`config.mk`:
```
export PLATFORM = sky130hd
export DESIGN_NAME = uart_rx_os
export DESIGN_NICKNAME = d
export VERILOG_FILES = /design/src/rtl/uart_pkg.sv /design/src/rtl/uart_os_tick.sv /design/src/rtl/uart_rx_os.sv
export SDC_FILE = /design/constraint.sdc
export NUM_CORES = 1
export LEC_CHECK = 0
export BUFFER_PORTS_ARGS = -buffer_cell sky130_fd_sc_hd__buf_2
export CORE_ASPECT_RATIO = 0.9
export CORE_UTILIZATION = 50
export DETAILED_ROUTE_END_ITERATION = 12
export PLACE_DENSITY = 0.69
export RECOVER_POWER = 25
export SETUP_SLACK_MARGIN = 0.05
export SYNTH_ARGS = -nofsm -noshare
export SYNTH_HDL_FRONTEND = slang
export SYNTH_SLANG_ARGS = --single-unit
```
`constraint.sdc`:
```
create_clock -name clk -period 3.5 [get_ports clk]
set_clock_uncertainty 0.15 [all_clocks]
set_input_delay 0.175 -clock clk [delete_from_list [all_inputs] [get_ports clk]]
set_output_delay 0.175 -clock clk [all_outputs]
set_load 0.005 [all_outputs]
```
`src/rtl/uart_pkg.sv`:
```
// ----------------------------------------------------------------------------
// uart_pkg
//   Shared definitions for the oversampling UART receiver:
//     rx_state_t     - receiver FSM states
//     OS_MID         - first of the three mid-bit sample indices (7, 8, 9)
//     calc_tick_inc  - fractional-accumulator increment for the 16x tick
//     maj3           - 2-of-3 majority vote over the mid-bit samples
// ----------------------------------------------------------------------------
package uart_pkg;

    typedef enum logic [2:0] {
        IDLE,
        START,
        DATA,
        STOP,
        WAIT_HI
    } rx_state_t;

    localparam int OS_MID = 7;

    // Rounded ratio (baud*os / clk_freq) scaled to 2^acc_width. The top four
    // bits of the scale are folded into the clk_freq>>4 divisor so that the
    // intermediate product stays inside 64 bits for realistic clock rates.
    function automatic longint unsigned calc_tick_inc(
        input longint unsigned clk_freq,
        input longint unsigned baud,
        input longint unsigned os,
        input longint unsigned acc_width
    );
        return (((baud * os) << (acc_width - 64'd4)) + (clk_freq >> 5)) / (clk_freq >> 4);
    endfunction

    function automatic logic maj3(input logic [2:0] s);
        return (s[0] & s[1]) | (s[0] & s[2]) | (s[1] & s[2]);
    endfunction

endpackage

```
`src/rtl/uart_os_tick.sv`:
```
// ----------------------------------------------------------------------------
// uart_os_tick
//   Fractional-accumulator tick generator. Adds a constant increment every
//   clock; the carry out of the accumulator is the oversample tick, a
//   single-cycle pulse arriving on average BAUD*OVERSAMPLE times per second.
//
//   Ports:
//     clk    in   system clock
//     rst_n  in   asynchronous active-low reset
//     tick   out  one-cycle oversample tick
// ----------------------------------------------------------------------------
module uart_os_tick
    import uart_pkg::*;
#(
    parameter int CLK_FREQ   = 25000000,
    parameter int BAUD       = 115200,
    parameter int OVERSAMPLE = 16,
    parameter int ACC_WIDTH  = 16
) (
    input  logic clk,
    input  logic rst_n,
    output logic tick
);

    localparam logic [ACC_WIDTH:0] TICK_INC = (ACC_WIDTH + 1)'(calc_tick_inc(
        64'(CLK_FREQ), 64'(BAUD), 64'(OVERSAMPLE), 64'(ACC_WIDTH)));

    // The receiver's sample/bit counters assume exactly 16 ticks per bit.
    if (OVERSAMPLE != 16) begin : g_os_check
        $error("uart_os_tick: OVERSAMPLE must be 16");
    end

    // Bit ACC_WIDTH holds the carry of the previous add; it is dropped before
    // the next add, so the accumulator wraps freely and only the carry is used.
    logic [ACC_WIDTH:0] acc;

    // NOTE: state is updated with non-blocking assignments so every flop
    // samples pre-edge values regardless of process evaluation order.
    always_ff @(posedge clk or negedge rst_n) begin
        if (!rst_n) begin
            acc <= '0;
        end else begin
            acc <= {1'b0, acc[ACC_WIDTH-1:0]} + TICK_INC;
        end
    end

    assign tick = acc[ACC_WIDTH];

endmodule

```
`src/rtl/uart_rx_os.sv`:
```
// ----------------------------------------------------------------------------
// uart_rx_os
//   8N1 UART receiver with its own 16x oversample tick, a 2-flop input
//   synchroniser, 3-sample majority voting at mid-bit and a valid/ready
//   output handshake.
//
//   Ports:
//     clk        in   system clock
//     rst_n      in   asynchronous active-low reset
//     rxd        in   serial line (asynchronous, idle high)
//     rx_data    out  received byte (first bit on the line is bit 0)
//     rx_valid   out  rx_data holds an unconsumed byte
//     rx_ready   in   consumer takes the byte when rx_valid && rx_ready
//     frame_err  out  one-cycle pulse: stop bit sampled low
//     overrun    out  one-cycle pulse: byte completed while rx_valid was set
//     busy       out  receiver is not idle
// ----------------------------------------------------------------------------
module uart_rx_os
    import uart_pkg::*;
#(
    parameter int CLK_FREQ   = 25000000,
    parameter int BAUD       = 115200,
    parameter int OVERSAMPLE = 16,
    parameter int ACC_WIDTH  = 16
) (
    input  logic       clk,
    input  logic       rst_n,
    input  logic       rxd,
    output logic [7:0] rx_data,
    output logic       rx_valid,
    input  logic       rx_ready,
    output logic       frame_err,
    output logic       overrun,
    output logic       busy
);

    localparam logic [3:0] S_MID  = 4'(OS_MID);
    localparam logic [3:0] S_LAST = 4'(OS_MID + 2);
    localparam logic [3:0] S_END  = 4'd15;

    logic       tick;
    logic [1:0] sync;
    logic       rxs;

    rx_state_t  state, state_n;
    logic [3:0] scnt, scnt_n;
    logic [2:0] bcnt, bcnt_n;
    logic [2:0] smp, smp_n;
    logic [7:0] shreg, shreg_n;
    logic [7:0] rx_data_n;
    logic       rx_valid_n, frame_err_n, overrun_n;
    logic       deliver, accept;

    uart_os_tick #(
        .CLK_FREQ  (CLK_FREQ),
        .BAUD      (BAUD),
        .OVERSAMPLE(OVERSAMPLE),
        .ACC_WIDTH (ACC_WIDTH)
    ) u_tick (
        .clk  (clk),
        .rst_n(rst_n),
        .tick (tick)
    );

    // Synchroniser resets to the idle-high line level so reset release never
    // looks like a start bit.
    always_ff @(posedge clk or negedge rst_n) begin
        if (!rst_n) begin
            sync <= 2'b11;
        end else begin
            sync <= {sync[0], rxd};
        end
    end

    assign rxs = sync[1];

    always_ff @(posedge clk or negedge rst_n) begin
        if (!rst_n) begin
            state     <= IDLE;
            scnt      <= '0;
            bcnt      <= '0;
            smp       <= '0;
            shreg     <= '0;
            rx_data   <= '0;
            rx_valid  <= 1'b0;
            frame_err <= 1'b0;
            overrun   <= 1'b0;
        end else begin
            state     <= state_n;
            scnt      <= scnt_n;
            bcnt      <= bcnt_n;
            smp       <= smp_n;
            shreg     <= shreg_n;
            rx_data   <= rx_data_n;
            rx_valid  <= rx_valid_n;
            frame_err <= frame_err_n;
            overrun   <= overrun_n;
        end
    end

    // NOTE: every signal assigned here gets a default first, so no path can
    // leave one unassigned and infer a latch.
    always_comb begin
        state_n     = state;
        scnt_n      = scnt;
        bcnt_n      = bcnt;
        smp_n       = smp;
        shreg_n     = shreg;
        deliver     = 1'b0;
        frame_err_n = 1'b0;

        if (tick) begin
            unique case (state)
                IDLE: begin
                    if (!rxs) begin
                        state_n = START;
                        scnt_n  = '0;
                    end
                end
                START: begin
                    scnt_n = scnt + 4'd1;
                    // A line that is high again at mid start bit was a glitch.
                    if (scnt == S_MID && rxs) begin
                        state_n = IDLE;
                    end else if (scnt == S_END) begin
                        state_n = DATA;
                        scnt_n  = '0;
                        bcnt_n  = '0;
                    end
                end
                DATA: begin
                    scnt_n = scnt + 4'd1;
                    if (scnt >= S_MID && scnt <= S_LAST) begin
                        smp_n = {smp[1:0], rxs};
                    end
                    if (scnt == S_END) begin
                        shreg_n = {maj3(smp), shreg[7:1]};
                        bcnt_n  = bcnt + 3'd1;
                        if (bcnt == 3'd7) begin
                            state_n = STOP;
                            scnt_n  = '0;
                        end
                    end
                end
                STOP: begin
                    scnt_n = scnt + 4'd1;
                    if (scnt >= S_MID && scnt < S_LAST) begin
                        smp_n = {smp[1:0], rxs};
                    end
                    // Decide at the third sample (current rxs) rather than at
                    // bit end, leaving half a bit to resync on the next start.
                    if (scnt == S_LAST) begin
                        if (maj3({smp[1:0], rxs})) begin
                            deliver = 1'b1;
                            state_n = IDLE;
                        end else begin
                            frame_err_n = 1'b1;
                            state_n     = WAIT_HI;
                        end
                    end
                end
                WAIT_HI: begin
                    if (rxs) begin
                        state_n = IDLE;
                    end
                end
                default: state_n = IDLE;
            endcase
        end
    end

    // Output handshake. A byte accepted in the same cycle a new one arrives
    // frees the holding register, so the new byte loads without overrun.
    always_comb begin
        accept     = rx_valid && rx_ready;
        rx_data_n  = rx_data;
        rx_valid_n = rx_valid;
        overrun_n  = 1'b0;
        if (deliver) begin
            if (!rx_valid || accept) begin
                rx_data_n  = shreg;
                rx_valid_n = 1'b1;
            end else begin
                overrun_n = 1'b1;
            end
        end else if (accept) begin
            rx_valid_n = 1'b0;
        end
    end

    assign busy = (state != IDLE);

endmodule

```
==> report_table.html, run 1 <==
<table>
<tr><th>Metric</th><th>Value</th></tr>
<tr><th colspan="2">Pwr</th></tr>
<tr><td>Max rail drop VDD</td><td>0.261 mV</td></tr>
<tr><td>Logic gate share of total power</td><td>2.4%</td></tr>
<tr><td>Internal power consumption</td><td>0.700 mW</td></tr>
<tr><td>Clock network power share</td><td>36.7%</td></tr>
<tr><td>Static Leak</td><td>1.15 nW</td></tr>
<tr><td>Cell area power density</td><td>390 mW/mm²</td></tr>
<tr><td>Switching part of the total power</td><td>20.9%</td></tr>
<tr><td>Sequential group share of total power</td><td>60.9%</td></tr>
<tr><td>Net Sw Power</td><td>0.185 mW</td></tr>
<tr><th colspan="2">Final layout</th></tr>
<tr><td>Antenna diode instance count</td><td>0</td></tr>
<tr><td>Fill count</td><td>317</td></tr>
<tr><td>Commonest non-fill, non-tap cells in the layout</td><td>44 x dfrtp_1, 18 x mux2_2, 12 x buf_2, 11 x nor2_1, 10 x nand2_1</td></tr>
<tr><td>Area added between synthesis and finish</td><td>11.0%</td></tr>
<tr><td>Post-route cell area</td><td>0.00227 mm²</td></tr>
<tr><td>Fraction of final layout cells with drive strength greater than 1</td><td>23.8%</td></tr>
<tr><td>Leading cell type in the layout, fill and taps excluded</td><td>dfrtp_1</td></tr>
<tr><td>Fin util</td><td>59.5%</td></tr>
<tr><td>Final #Nets</td><td>198</td></tr>
<tr><th colspan="2">Timing</th></tr>
<tr><td>Setup violation total in the final timing report</td><td>0</td></tr>
<tr><td>Hold Violations, Final</td><td>0</td></tr>
<tr><td>Post-layout min period</td><td>2330 ps</td></tr>
<tr><td>Part of the cycle the worst path needs</td><td>66.5%</td></tr>
<tr><td>Pin slew with the least headroom to its limit</td><td>974 ps</td></tr>
<tr><td>Fmax</td><td>429 MHz</td></tr>
<tr><td>Accumulated negative setup slack</td><td>0 ps</td></tr>
<tr><td>Setup repair after global routing missed its margin</td><td>false</td></tr>
<tr><td>Slew HR</td><td>35.1%</td></tr>
<tr><td>Number of max-slew violations in the final report</td><td>0</td></tr>
<tr><th colspan="2">Drt</th></tr>
<tr><td>1st-iter DRT viols</td><td>43</td></tr>
<tr><td>DRC violation count after routing</td><td>0</td></tr>
<tr><td>Number of nets with antenna violations after routing</td><td>0</td></tr>
<tr><td>First drt pass iteration count</td><td>4</td></tr>
<tr><td>Routed length per instance</td><td>14.1 µm</td></tr>
<tr><td>Vias per std cell</td><td>5.51</td></tr>
<tr><td>Final WL</td><td>3310 µm</td></tr>
<tr><td>Total number of vias</td><td>1294</td></tr>
<tr><th colspan="2">Outcome</th></tr>
<tr><td>Result of the run</td><td>completed</td></tr>
<tr><th colspan="2">Clock network</th></tr>
<tr><td>Longest Clk Path Bufs</td><td>2</td></tr>
<tr><td>Number of buffers created by CTS</td><td>5</td></tr>
<tr><td>CTS H-tree depth</td><td>2</td></tr>
<tr><td>Clock latency of the later-clocked register in the worst-skew pair</td><td>290 ps</td></tr>
<tr><td>CTS tree</td><td>built</td></tr>
<tr><td>Clock transition at the registers of the reported paths</td><td>80 ps</td></tr>
<tr><td>Number of clock sinks seen by CTS</td><td>46</td></tr>
<tr><td>Cell chosen for the clock root</td><td>clkbuf_8</td></tr>
<tr><th colspan="2">Setup path</th></tr>
<tr><td>Critical path type</td><td>flip-flop to flip-flop</td></tr>
<tr><td>WP data required</td><td>3570 ps</td></tr>
<tr><td>Largest fanout on the critical path</td><td>14</td></tr>
<tr><td>Critical Path Start Type</td><td>flip-flop</td></tr>
<tr><td>Worst setup EP type</td><td>flip-flop</td></tr>
<tr><td>Crit path DAT</td><td>2390 ps</td></tr>
<tr><th colspan="2">Synthesis</th></tr>
<tr><td>Most used DFF post-synth</td><td>dfrtp_1</td></tr>
<tr><td>Top post-synthesis cells by area</td><td>dfrtp_1 54%, mux2_2 9.9%, ha_1 3.7%</td></tr>
<tr><td>Sequential area share after synthesis</td><td>56.5%</td></tr>
<tr><td>Most area-hungry cell type in the Yosys netlist</td><td>dfrtp_1</td></tr>
<tr><td>Number of enable flip-flop cells after synthesis</td><td>0</td></tr>
<tr><td>Cell count after synthesis</td><td>168</td></tr>
<tr><td>Avg Inst Size Synth</td><td>12.2 µm²</td></tr>
<tr><td>Yosys warning total</td><td>0</td></tr>
<tr><td>Proportion of netlist area held by the largest area contributor</td><td>53.9%</td></tr>
<tr><td>Asr flop ratio synth</td><td>100%</td></tr>
<tr><td>Distinct cells, synth</td><td>44</td></tr>
<tr><td>Post-synthesis instance area</td><td>0.00204 mm²</td></tr>
<tr><td>Post-synthesis net count</td><td>178</td></tr>
<tr><td>Number of flip-flops and latches in the synthesized netlist</td><td>46</td></tr>
<tr><th colspan="2">Floorplanning</th></tr>
<tr><td>Initial core utilization</td><td>53.6%</td></tr>
<tr><td>Overall die height</td><td>62.6 µm</td></tr>
<tr><td>Die width</td><td>69.4 µm</td></tr>
<tr><td>Area of the core region</td><td>0.00381 mm²</td></tr>
<tr><td>Die area</td><td>0.00435 mm²</td></tr>
<tr><td>FP Rows</td><td>21</td></tr>
<tr><td>Count of boundary I/O pins</td><td>16</td></tr>
<tr><th colspan="2">Global routing</th></tr>
<tr><td>Sum of overflow across all layers after global routing</td><td>0</td></tr>
<tr><td>Overall global routing resource usage</td><td>17.0%</td></tr>
<tr><td>Via count of the first global-routing pass</td><td>1309</td></tr>
<tr><td>Pin count of the biggest net entering global routing</td><td>47</td></tr>
<tr><td>Wire length of the first global-routing pass</td><td>5890 µm</td></tr>
<tr><td>Initial antenna violation count</td><td>0</td></tr>
<tr><th colspan="2">Placed design</th></tr>
<tr><td>Port buffer count</td><td>15</td></tr>
<tr><td>Final weighted congestion of routability-driven global placement</td><td>0.750</td></tr>
<tr><td>Half-perimeter wire length after placement</td><td>2340 µm</td></tr>
<tr><td>Instance area at placement</td><td>0.00216 mm²</td></tr>
<tr><th colspan="2">Hold path</th></tr>
<tr><td>Worst min path class</td><td>input port to flip-flop</td></tr>
<tr><th colspan="2">Run</th></tr>
<tr><td>Max_cap viols</td><td>0</td></tr>
</table>
## cells by family after synthesis
logic type | after synthesis | share of synthesized area (%)
mux | 20 | 11.0
simple gates | 49 | 13.0
xor+xnor | 9 | 3.86
buf+inv | 12 | 2.45
compound gates | 24 | 8.51
flops | 46 | 56.5
fa+ha+maj | 8 | 4.65
## path summary, 6_finish.rpt
| check | end | depth (start not counted) | slack [ps] | start |
|---|---|---|---|---|
| worst max-delay path | state[0] | 5 | 1170 | state[2] |
| worst min-delay path | overrun | 3 | 30 | rx_ready |
| worst max register to register | state[0] | 5 | 1170 | state[2] |
| worst min register to register | sync[1] | 0 | 210 | sync[0] |
| max in group asynchronous | overrun | 2 | 2170 | rst_n |
| min in group asynchronous | state[1] | 2 | 430 | rst_n |
## flip-flops by register name, summed over array words and instances (netlist names)
register	cells
u_tick.acc	12
rx_data	8
shreg	8
scnt	4
bcnt	3
smp	3
state	3
sync	2
frame_err	1
overrun	1
rx_valid	1
## final cells by class
class	count	area, µm²	share of cell area, %
Timing Repair Buffer	17	91.3	4.03
Clock inverter	2	12.5	0.552
Sequential cell	46	1150	50.9
Clock buffer	6	82.6	3.64
Multi-Input combinational cell	110	840	37.0
Inverter	8	30.0	1.32
Tap cell	46	57.6	2.54
## worst max-delay path, cell delays in order (launching register included)
cell and delay (ps):
dfrtp_1 600, or3_2 220, o21ai_2 60, or4_1 640, or4_4 520, o211ai_2 70
## synthesized netlist by cell type (all sizes together) (2+ instances only)
library cell	number
dfrtp	44
mux2	20
nor2	11
nand2	10
inv	8
a21oi	7
ha	6
xor2	5
nand2b	4
nand3	4
xnor2	4
a22o	3
and3	3
buf	3
nor3	3
nor3b	3
o21ai	3
a211o	2
and3b	2
dfstp	2
maj3	2
nor2b	2
or3	2
or4	2
## power groups by stage
stage | clock network [mW] | logic, mW | registers, mW
after floorplan | 0 | 0.00712 | 0.548
after global routing | 0.359 | 0.0259 | 0.539
final | 0.325 | 0.0212 | 0.539
after global placement | 0 | 0.0192 | 0.548
after CTS | 0.336 | 0.0224 | 0.539
after detailed placement | 0 | 0.0207 | 0.549
## layer usage
metal | vias to the layer above | GRT usage, % | part of all wire [%] | routed length, µm
li1 | 624 | - | - | -
met1 | 650 | 21.7 | 47 | 1550
met2 | 15 | 28.6 | 49 | 1620
met3 | 5 | 4.03 | 2.9 | 96
met4 | 0 | 5.61 | 1.0 | 34
met5 | - | 0 | 0 | 0
## timing repair
| item | 4_1_cts | 5_1_grt |
|---|---|---|
| hold buffers | 2 | 0 |
| resized for setup | 0 | 0 |
| endpoints found under the hold margin | 45 | 0 |
| buffers inserted | 0 | 0 |
## through the flow
step	power [mW]	setup WS [ps]	hold WS (ps)	instances
global placement	0.568	1280	131	225
detailed placement	0.570	1200	131	225
floorplan	0.555	1320	-271	168
finish	0.885	1170	25.7	235
CTS	0.896	1180	25.4	235
global route	0.924	1040	51.2	235
Power figures use the tool's default switching activity.
==> inputs of run 2 (changes only) <==
- PLACE_DENSITY: 0.69 -> 0.72
- clock period: 3.5 -> 2 ns (I/O delays scaled with it)
==> report_table.html, run 2 (synthesis results as in run 1) <==
<table>
<tr><th>Metric</th><th>Value</th></tr>
<tr><th colspan="2">Outcome</th></tr>
<tr><td>Result of the run</td><td>finished with violations</td></tr>
<tr><td>Violated checks</td><td>setup timing</td></tr>
<tr><th colspan="2">Timing</th></tr>
<tr><td>Slack of the critical path</td><td>-41.2 ps (-1210 ps)</td></tr>
<tr><td>Pin slew with the least headroom to its limit</td><td>849 ps (-125 ps)</td></tr>
<tr><td>Slew HR</td><td>43.4% (+8.3 points)</td></tr>
<tr><td>Number of max-slew violations in the final report</td><td>0 (unchanged)</td></tr>
<tr><td>Hold Violations, Final</td><td>0 (unchanged)</td></tr>
<tr><td>Setup repair after global routing missed its margin</td><td>true</td></tr>
<tr><td>Setup violation total in the final timing report</td><td>2 (+2)</td></tr>
<tr><td>Part of the cycle the worst path needs</td><td>102% (+36 points)</td></tr>
<tr><td>Fmax</td><td>490 MHz (+14%)</td></tr>
<tr><td>Post-layout min period</td><td>2040 ps (-287 ps)</td></tr>
<tr><td>Worst Hold Slack</td><td>211 ps (+185 ps)</td></tr>
<tr><th colspan="2">Pwr</th></tr>
<tr><td>Internal power consumption</td><td>1.33 mW (+90%)</td></tr>
<tr><td>Logic gate share of total power</td><td>3.5% (+1.1 points)</td></tr>
<tr><td>Max rail drop VDD</td><td>0.546 mV (+110%)</td></tr>
<tr><td>Sequential group share of total power</td><td>56.7% (-4.2 points)</td></tr>
<tr><td>Static Leak</td><td>1.28 nW (+11%)</td></tr>
<tr><td>Net Sw Power</td><td>0.332 mW (+80%)</td></tr>
<tr><td>Cell area power density</td><td>659 mW/mm² (+69%)</td></tr>
<tr><td>Switching part of the total power</td><td>20.0% (-0.90 points)</td></tr>
<tr><td>Clock network power share</td><td>39.9% (+3.2 points)</td></tr>
<tr><th colspan="2">Final layout</th></tr>
<tr><td>Fraction of final layout cells with drive strength greater than 1</td><td>36.4% (+13 points)</td></tr>
<tr><td>Area added between synthesis and finish</td><td>23.3%</td></tr>
<tr><td>Antenna diode instance count</td><td>0 (unchanged)</td></tr>
<tr><td>Largest regs</td><td>u_tick.acc: 12 flops, rx_data: 8 flops, shreg: 8 flops</td></tr>
<tr><td>Fill count</td><td>311 (-1.9%)</td></tr>
<tr><td>Flip-flop count of the largest register after layout</td><td>12 (unchanged)</td></tr>
<tr><td>Most flop-heavy register</td><td>u_tick.acc</td></tr>
<tr><td>Area of all sequential standard cells</td><td>0.00116 mm² (+0.22%)</td></tr>
<tr><td>Post-route cell area</td><td>0.00252 mm² (+11%)</td></tr>
<tr><td>Commonest non-fill, non-tap cells in the layout</td><td>42 x dfrtp_1, 22 x buf_4, 18 x mux2_2, 11 x nor2_1, 11 x buf_2</td></tr>
<tr><td>Final #Nets</td><td>223 (+13%)</td></tr>
<tr><td>Leading cell type in the layout, fill and taps excluded</td><td>dfrtp_1</td></tr>
<tr><td>Area occupied by multi-input gates</td><td>868 µm² (+3.4%)</td></tr>
<tr><th colspan="2">Placed design</th></tr>
<tr><td>Port buffer count</td><td>15 (unchanged)</td></tr>
<tr><td>Final weighted congestion of routability-driven global placement</td><td>0.821 (+9.4%)</td></tr>
<tr><td>Half-perimeter wire length after placement</td><td>2770 µm (+19%)</td></tr>
<tr><td>Instance area at placement</td><td>0.00232 mm² (+7.8%)</td></tr>
<tr><th colspan="2">Setup path</th></tr>
<tr><td>Crit path DAT</td><td>2110 ps (-280 ps)</td></tr>
<tr><td>Critical Path Start Type</td><td>flip-flop</td></tr>
<tr><td>Worst Setup SP</td><td>scnt[1]</td></tr>
<tr><td>WP data required</td><td>2070 ps (-1500 ps)</td></tr>
<tr><td>Setup slack, reg-to-reg</td><td>-40 ps (-1210 ps)</td></tr>
<tr><td>Endpoint of the most critical setup path</td><td>state[0]</td></tr>
<tr><td>Origin of the critical flop-to-flop path</td><td>scnt[1]</td></tr>
<tr><td>Cell depth of the worst flop-to-flop path</td><td>7 (+2)</td></tr>
<tr><td>Endpoint of the most critical register-to-register path</td><td>state[0]</td></tr>
<tr><td>Critical path type</td><td>flip-flop to flip-flop</td></tr>
<tr><td>Worst setup EP type</td><td>flip-flop</td></tr>
<tr><td>Largest fanout on the critical path</td><td>3 (-11)</td></tr>
<tr><th colspan="2">Drt</th></tr>
<tr><td>1st-iter DRT viols</td><td>70 (+63%)</td></tr>
<tr><td>Vias per std cell</td><td>5.36 (-2.7%)</td></tr>
<tr><td>Total number of vias</td><td>1393 (+7.7%)</td></tr>
<tr><td>DRC violation count after routing</td><td>0 (unchanged)</td></tr>
<tr><td>Routed length per instance</td><td>14.4 µm (+2.1%)</td></tr>
<tr><td>Number of nets with antenna violations after routing</td><td>0 (unchanged)</td></tr>
<tr><td>Final WL</td><td>3740 µm (+13%)</td></tr>
<tr><td>First drt pass iteration count</td><td>4 (unchanged)</td></tr>
<tr><th colspan="2">Floorplanning</th></tr>
<tr><td>Overall die height</td><td>62.6 µm (unchanged)</td></tr>
<tr><td>Count of boundary I/O pins</td><td>16 (unchanged)</td></tr>
<tr><td>FP Rows</td><td>21 (unchanged)</td></tr>
<tr><td>Die width</td><td>69.4 µm (unchanged)</td></tr>
<tr><td>Die area</td><td>0.00435 mm² (unchanged)</td></tr>
<tr><td>Initial core utilization</td><td>53.6% (unchanged)</td></tr>
<tr><td>Area of the core region</td><td>0.00381 mm² (unchanged)</td></tr>
<tr><th colspan="2">Run</th></tr>
<tr><td>Max_cap viols</td><td>0 (unchanged)</td></tr>
<tr><th colspan="2">Global routing</th></tr>
<tr><td>Overall global routing resource usage</td><td>19.1% (+2.0 points)</td></tr>
<tr><td>Wire length of the first global-routing pass</td><td>6420 µm (+9.1%)</td></tr>
<tr><td>Pin count of the biggest net entering global routing</td><td>37 (-21%)</td></tr>
<tr><td>Via count of the first global-routing pass</td><td>1417 (+8.3%)</td></tr>
<tr><td>Sum of overflow across all layers after global routing</td><td>0 (unchanged)</td></tr>
<tr><td>Initial antenna violation count</td><td>0 (unchanged)</td></tr>
<tr><th colspan="2">Hold path</th></tr>
<tr><td>Worst min path class</td><td>flip-flop to flip-flop</td></tr>
<tr><th colspan="2">Clock network</th></tr>
<tr><td>Number of clock sinks seen by CTS</td><td>46 (unchanged)</td></tr>
<tr><td>Cell chosen for the clock root</td><td>clkbuf_8</td></tr>
<tr><td>Number of buffers created by CTS</td><td>5 (unchanged)</td></tr>
<tr><td>CTS H-tree depth</td><td>2 (unchanged)</td></tr>
<tr><td>Longest Clk Path Bufs</td><td>2 (unchanged)</td></tr>
<tr><td>Clock latency of the later-clocked register in the worst-skew pair</td><td>290 ps (about the same)</td></tr>
<tr><td>Clock transition at the registers of the reported paths</td><td>80 ps (about the same)</td></tr>
<tr><td>CTS tree</td><td>built</td></tr>
</table>
run 2: changes by cell type in the layout (fill, tap and decap cells not counted), sizes merged:
cell         delta
dlygate4sd3     +1
clkinv          +1
clkinvlp        -1
bufinv          +1
buf            +23
run 2: worst min-delay path by stage:
stage	to	cells after the start	start	slack, ps
final	sync[1]	0	sync[0]	210
after global routing	sync[1]	0	sync[0]	220
after CTS	sync[1]	0	sync[0]	210
after detailed placement	sync[0]	1	rxd	60
after global placement	state[2]	1	rst_n	50
after floorplan	bcnt[0]	0	rst_n	-350
run 2: through the flow:
step	util (%)	total power, mW	setup TNS (ps)	cells	worst slack [ps]
2_1_floorplan	-	0.975	-96.8	168	-96.8
3_3_place_gp	61.0	1.01	-0.668	244	-0.668
3_5_place_dp	61.0	1.01	-42.5	244	-42.5
4_1_cts	65.4	1.68	-28.3	257	-28.3
5_1_grt	66.1	1.73	-381	260	-111
6_report	66.1	1.66	-55.0	260	-41.2
run 2: final cells by class:
class	count	area share, %
Sequential cell	46	45.9
Multi-Input combinational cell	110	34.5
Timing Repair Buffer	42	11.8
Clock buffer	5	2.73
Tap cell	46	2.29
Clock inverter	3	1.59
Inverter	8	1.19
run 2: power by group through the flow:
stage / Combinational [mW] / Sequential [mW] / Clock [mW]
2_1_floorplan: 0.0137 / 0.961 / 0
3_3_place_gp: 0.0468 / 0.959 / 0
3_5_place_dp: 0.0500 / 0.960 / 0
4_1_cts: 0.0565 / 0.941 / 0.679
5_1_grt: 0.0667 / 0.942 / 0.716
6_report: 0.0574 / 0.941 / 0.662
run 2: per-layer routing:
layer	vias to the layer above	part of all wire [%]	global-route usage [%]
li1	677	-	-
met1	697	46	22.6
met2	17	52	33.0
met3	2	2.1	5.97
met4	0	0.48	5.87
met5	-	0	0
run 2: critical path: stages (launching register included):
cell and delay [ps]:
dfrtp_1 410, inv_2 90, ha_4 120, and3b_1 170, nor2_1 40, or4_4 420, or4_4 500, o211ai_2 70
run 2: repair_timing:
| item | 4_1_cts | 5_1_grt |
|---|---|---|
| endpoints found under the setup margin | 3 | 16 |
| hold buffers | 3 | 0 |
| buffers inserted | 2 | 3 |
| pin swaps | 1 | 3 |
| resized for setup | 4 | 3 |
| hold endpoints to repair | 36 | 0 |
==> inputs of run 3 (changes only) <==
- CORE_UTILIZATION: 50 -> 53
- PLACE_DENSITY: 0.72 -> 0.76
==> report_table.html, run 3 (synthesis results as in run 1) <==
<table>
<tr><th>Metric</th><th>Value</th></tr>
<tr><th colspan="2">Setup path</th></tr>
<tr><td>Critical Path Start Type</td><td>flip-flop</td></tr>
<tr><td>Largest fanout on the critical path</td><td>2 (-1)</td></tr>
<tr><td>Setup slack, reg-to-reg</td><td>-10 ps (+30 ps)</td></tr>
<tr><td>Worst setup EP type</td><td>flip-flop</td></tr>
<tr><td>Crit path DAT</td><td>2090 ps (-20 ps)</td></tr>
<tr><td>WP data required</td><td>2070 ps (about the same)</td></tr>
<tr><td>Critical path type</td><td>flip-flop to flip-flop</td></tr>
<tr><th colspan="2">Final layout</th></tr>
<tr><td>Final #Nets</td><td>224 (+0.45%)</td></tr>
<tr><td>Leading cell type in the layout, fill and taps excluded</td><td>dfrtp_1</td></tr>
<tr><td>Area added between synthesis and finish</td><td>24.4%</td></tr>
<tr><td>Fin util</td><td>68.6% (+2.5 points)</td></tr>
<tr><td>Antenna diode instance count</td><td>0 (unchanged)</td></tr>
<tr><td>Flip-flop count of the largest register after layout</td><td>12 (unchanged)</td></tr>
<tr><td>Fill count</td><td>257 (-17%)</td></tr>
<tr><td>Commonest non-fill, non-tap cells in the layout</td><td>41 x dfrtp_1, 23 x buf_4, 18 x mux2_2, 13 x buf_2, 11 x nor2_1</td></tr>
<tr><td>Most flop-heavy register</td><td>u_tick.acc</td></tr>
<tr><td>Final standard cell count with taps included and fillers excluded</td><td>261 (+0.38%)</td></tr>
<tr><td>Largest regs</td><td>u_tick.acc: 12 flops, rx_data: 8 flops, shreg: 8 flops</td></tr>
<tr><td>Fraction of final layout cells with drive strength greater than 1</td><td>40.5% (+4.0 points)</td></tr>
<tr><th colspan="2">Clock network</th></tr>
<tr><td>Longest Clk Path Bufs</td><td>2 (unchanged)</td></tr>
<tr><td>Clock transition at the registers of the reported paths</td><td>90 ps (about the same)</td></tr>
<tr><td>Cell chosen for the clock root</td><td>clkbuf_8</td></tr>
<tr><td>CTS H-tree depth</td><td>2 (unchanged)</td></tr>
<tr><td>Number of buffers created by CTS</td><td>5 (unchanged)</td></tr>
<tr><td>Clock latency of the later-clocked register in the worst-skew pair</td><td>290 ps (about the same)</td></tr>
<tr><td>CTS tree</td><td>built</td></tr>
<tr><td>Number of clock sinks seen by CTS</td><td>46 (unchanged)</td></tr>
<tr><th colspan="2">Floorplanning</th></tr>
<tr><td>Count of boundary I/O pins</td><td>16 (unchanged)</td></tr>
<tr><td>FP Rows</td><td>21 (unchanged)</td></tr>
<tr><td>Die area</td><td>0.00411 mm² (-5.5%)</td></tr>
<tr><td>Area of the core region</td><td>0.00370 mm² (-2.8%)</td></tr>
<tr><td>Initial core utilization</td><td>55.2% (+1.5 points)</td></tr>
<tr><td>Die width</td><td>67.5 µm (-2.8%)</td></tr>
<tr><td>Overall die height</td><td>60.9 µm (-2.8%)</td></tr>
<tr><th colspan="2">Timing</th></tr>
<tr><td>Setup violation total in the final timing report</td><td>1 (-1)</td></tr>
<tr><td>Setup repair after global routing missed its margin</td><td>true</td></tr>
<tr><td>Part of the cycle the worst path needs</td><td>101% (-1.3 points)</td></tr>
<tr><td>Post-layout min period</td><td>2010 ps (-26.3 ps)</td></tr>
<tr><td>Pin slew with the least headroom to its limit</td><td>1080 ps (+227 ps)</td></tr>
<tr><td>Fmax</td><td>496 MHz (+1.3%)</td></tr>
<tr><td>Number of max-slew violations in the final report</td><td>0 (unchanged)</td></tr>
<tr><td>Slew HR</td><td>28.3% (-15 points)</td></tr>
<tr><td>Hold Violations, Final</td><td>0 (unchanged)</td></tr>
<tr><td>Slack of the critical path</td><td>-14.9 ps (+26.3 ps)</td></tr>
<tr><th colspan="2">Outcome</th></tr>
<tr><td>Result of the run</td><td>finished with violations</td></tr>
<tr><td>Violated checks</td><td>setup timing</td></tr>
<tr><th colspan="2">Placed design</th></tr>
<tr><td>Port buffer count</td><td>15 (unchanged)</td></tr>
<tr><td>Cell count after placement</td><td>245 (+0.41%)</td></tr>
<tr><td>Half-perimeter wire length after placement</td><td>2510 µm (-9.2%)</td></tr>
<tr><td>Final weighted congestion of routability-driven global placement</td><td>0.827 (+0.82%)</td></tr>
<tr><th colspan="2">Drt</th></tr>
<tr><td>Routed length per instance</td><td>13.2 µm (-8.1%)</td></tr>
<tr><td>First drt pass iteration count</td><td>4 (unchanged)</td></tr>
<tr><td>Final WL</td><td>3450 µm (-7.7%)</td></tr>
<tr><td>Total number of vias</td><td>1374 (-1.4%)</td></tr>
<tr><td>1st-iter DRT viols</td><td>42 (-40%)</td></tr>
<tr><td>DRC violation count after routing</td><td>0 (unchanged)</td></tr>
<tr><td>Vias per std cell</td><td>5.26 (-1.7%)</td></tr>
<tr><td>Number of nets with antenna violations after routing</td><td>0 (unchanged)</td></tr>
<tr><th colspan="2">Pwr</th></tr>
<tr><td>Final Power</td><td>1.55 mW (-6.5%)</td></tr>
<tr><td>Net Sw Power</td><td>0.346 mW (+4.2%)</td></tr>
<tr><td>Internal power consumption</td><td>1.21 mW (-9.1%)</td></tr>
<tr><td>Cell area power density</td><td>611 mW/mm² (-7.3%)</td></tr>
<tr><td>Clock network power share</td><td>36.0% (-3.9 points)</td></tr>
<tr><td>Logic gate share of total power</td><td>3.4% (about the same)</td></tr>
<tr><td>Sequential group share of total power</td><td>60.6% (+3.9 points)</td></tr>
<tr><td>Switching part of the total power</td><td>22.3% (+2.3 points)</td></tr>
<tr><td>Max rail drop VDD</td><td>0.426 mV (-22%)</td></tr>
<tr><td>Static Leak</td><td>1.26 nW (-1.4%)</td></tr>
<tr><th colspan="2">Run</th></tr>
<tr><td>Max_cap viols</td><td>0 (unchanged)</td></tr>
<tr><th colspan="2">Hold path</th></tr>
<tr><td>Worst min path class</td><td>flip-flop to flip-flop</td></tr>
<tr><th colspan="2">Global routing</th></tr>
<tr><td>Wire length of the first global-routing pass</td><td>5680 µm (-12%)</td></tr>
<tr><td>Overall global routing resource usage</td><td>18.9% (-0.13 points)</td></tr>
<tr><td>Sum of overflow across all layers after global routing</td><td>0 (unchanged)</td></tr>
<tr><td>Pin count of the biggest net entering global routing</td><td>47 (+27%)</td></tr>
<tr><td>Via count of the first global-routing pass</td><td>1302 (-8.1%)</td></tr>
<tr><td>Initial antenna violation count</td><td>0 (unchanged)</td></tr>
</table>
run 3: changes by cell type in the layout (fill, tap and decap cells not counted), moves of 2 or more:
cell,before,now
buf_2,11,13
clkinv_2,2,0
and3_4,0,2
clkinvlp_4,0,2
and3_1,3,1
run 3: worst max-delay path: stages (launching register included):
cell and delay (ps):
dfstp_2 550, inv_2 40, and3_4 150, or4_4 500, or4_4 490, o211ai_2 70
run 3: repair_timing:
action | in CTS | in global routing
hold endpoints to repair | 47 | 0
hold buffers | 3 | 0
setup endpoints to repair | 4 | 7
setup buffers | 2 | 3
pin swaps | 2 | 4
gates resized for setup | 6 | 7
run 3: final timing paths:
path | cells past startpoint | start | endpoint
setup reg to reg | 5 | sync[1] | state[0]
hold / removal | 0 | sync[0] | sync[1]
setup / recovery | 5 | sync[1] | state[0]
min in group asynchronous | 3 | rst_n | scnt[2]
hold reg to reg | 0 | sync[0] | sync[1]
max in group asynchronous | 3 | rst_n | scnt[0]
run 3: area by class of cell:
cell class | count | area [µm²] | area share (%)
flip-flops and latches | 46 | 1160 | 45.5
multi-input cells | 110 | 903 | 35.5
repair buffers | 43 | 300 | 11.8
clock buffers | 5 | 68.8 | 2.71
well taps | 46 | 57.6 | 2.26
inverters | 8 | 30.0 | 1.18
clock inverters | 3 | 23.8 | 0.935
run 3: routing by layer:
layer | track usage, % | routed length [µm] | up-vias
li1 | - | - | 684
met1 | 24.5 | 1650 | 664
met2 | 31.3 | 1670 | 21
met3 | 4.70 | 102 | 5
met4 | 6.08 | 27 | 0
met5 | 0 | 0 | -
run 3: per-stage QoR:
step	setup TNS [ps]	setup slack, ps	hold slack [ps]	instance area (µm²)
finish	-14.9	-14.9	210	2540
CTS	-25.5	-25.5	211	2490
global placement	-13.6	-13.6	46.7	2330
floorplan	-96.8	-96.8	-346	2060
detailed placement	-69.6	-45.0	56.5	2330
global route	-78.4	-51.2	214	2540
run 3: power groups by stage:
| stage | Combinational [mW] | Clock (mW) | Sequential [mW] |
|---|---|---|---|
| 2_1_floorplan | 0.0137 | 0 | 0.961 |
| 3_3_place_gp | 0.0462 | 0 | 0.959 |
| 3_5_place_dp | 0.0505 | 0 | 0.960 |
| 4_1_cts | 0.0552 | 0.582 | 0.941 |
| 5_1_grt | 0.0634 | 0.619 | 0.942 |
| 6_report | 0.0535 | 0.559 | 0.941 |
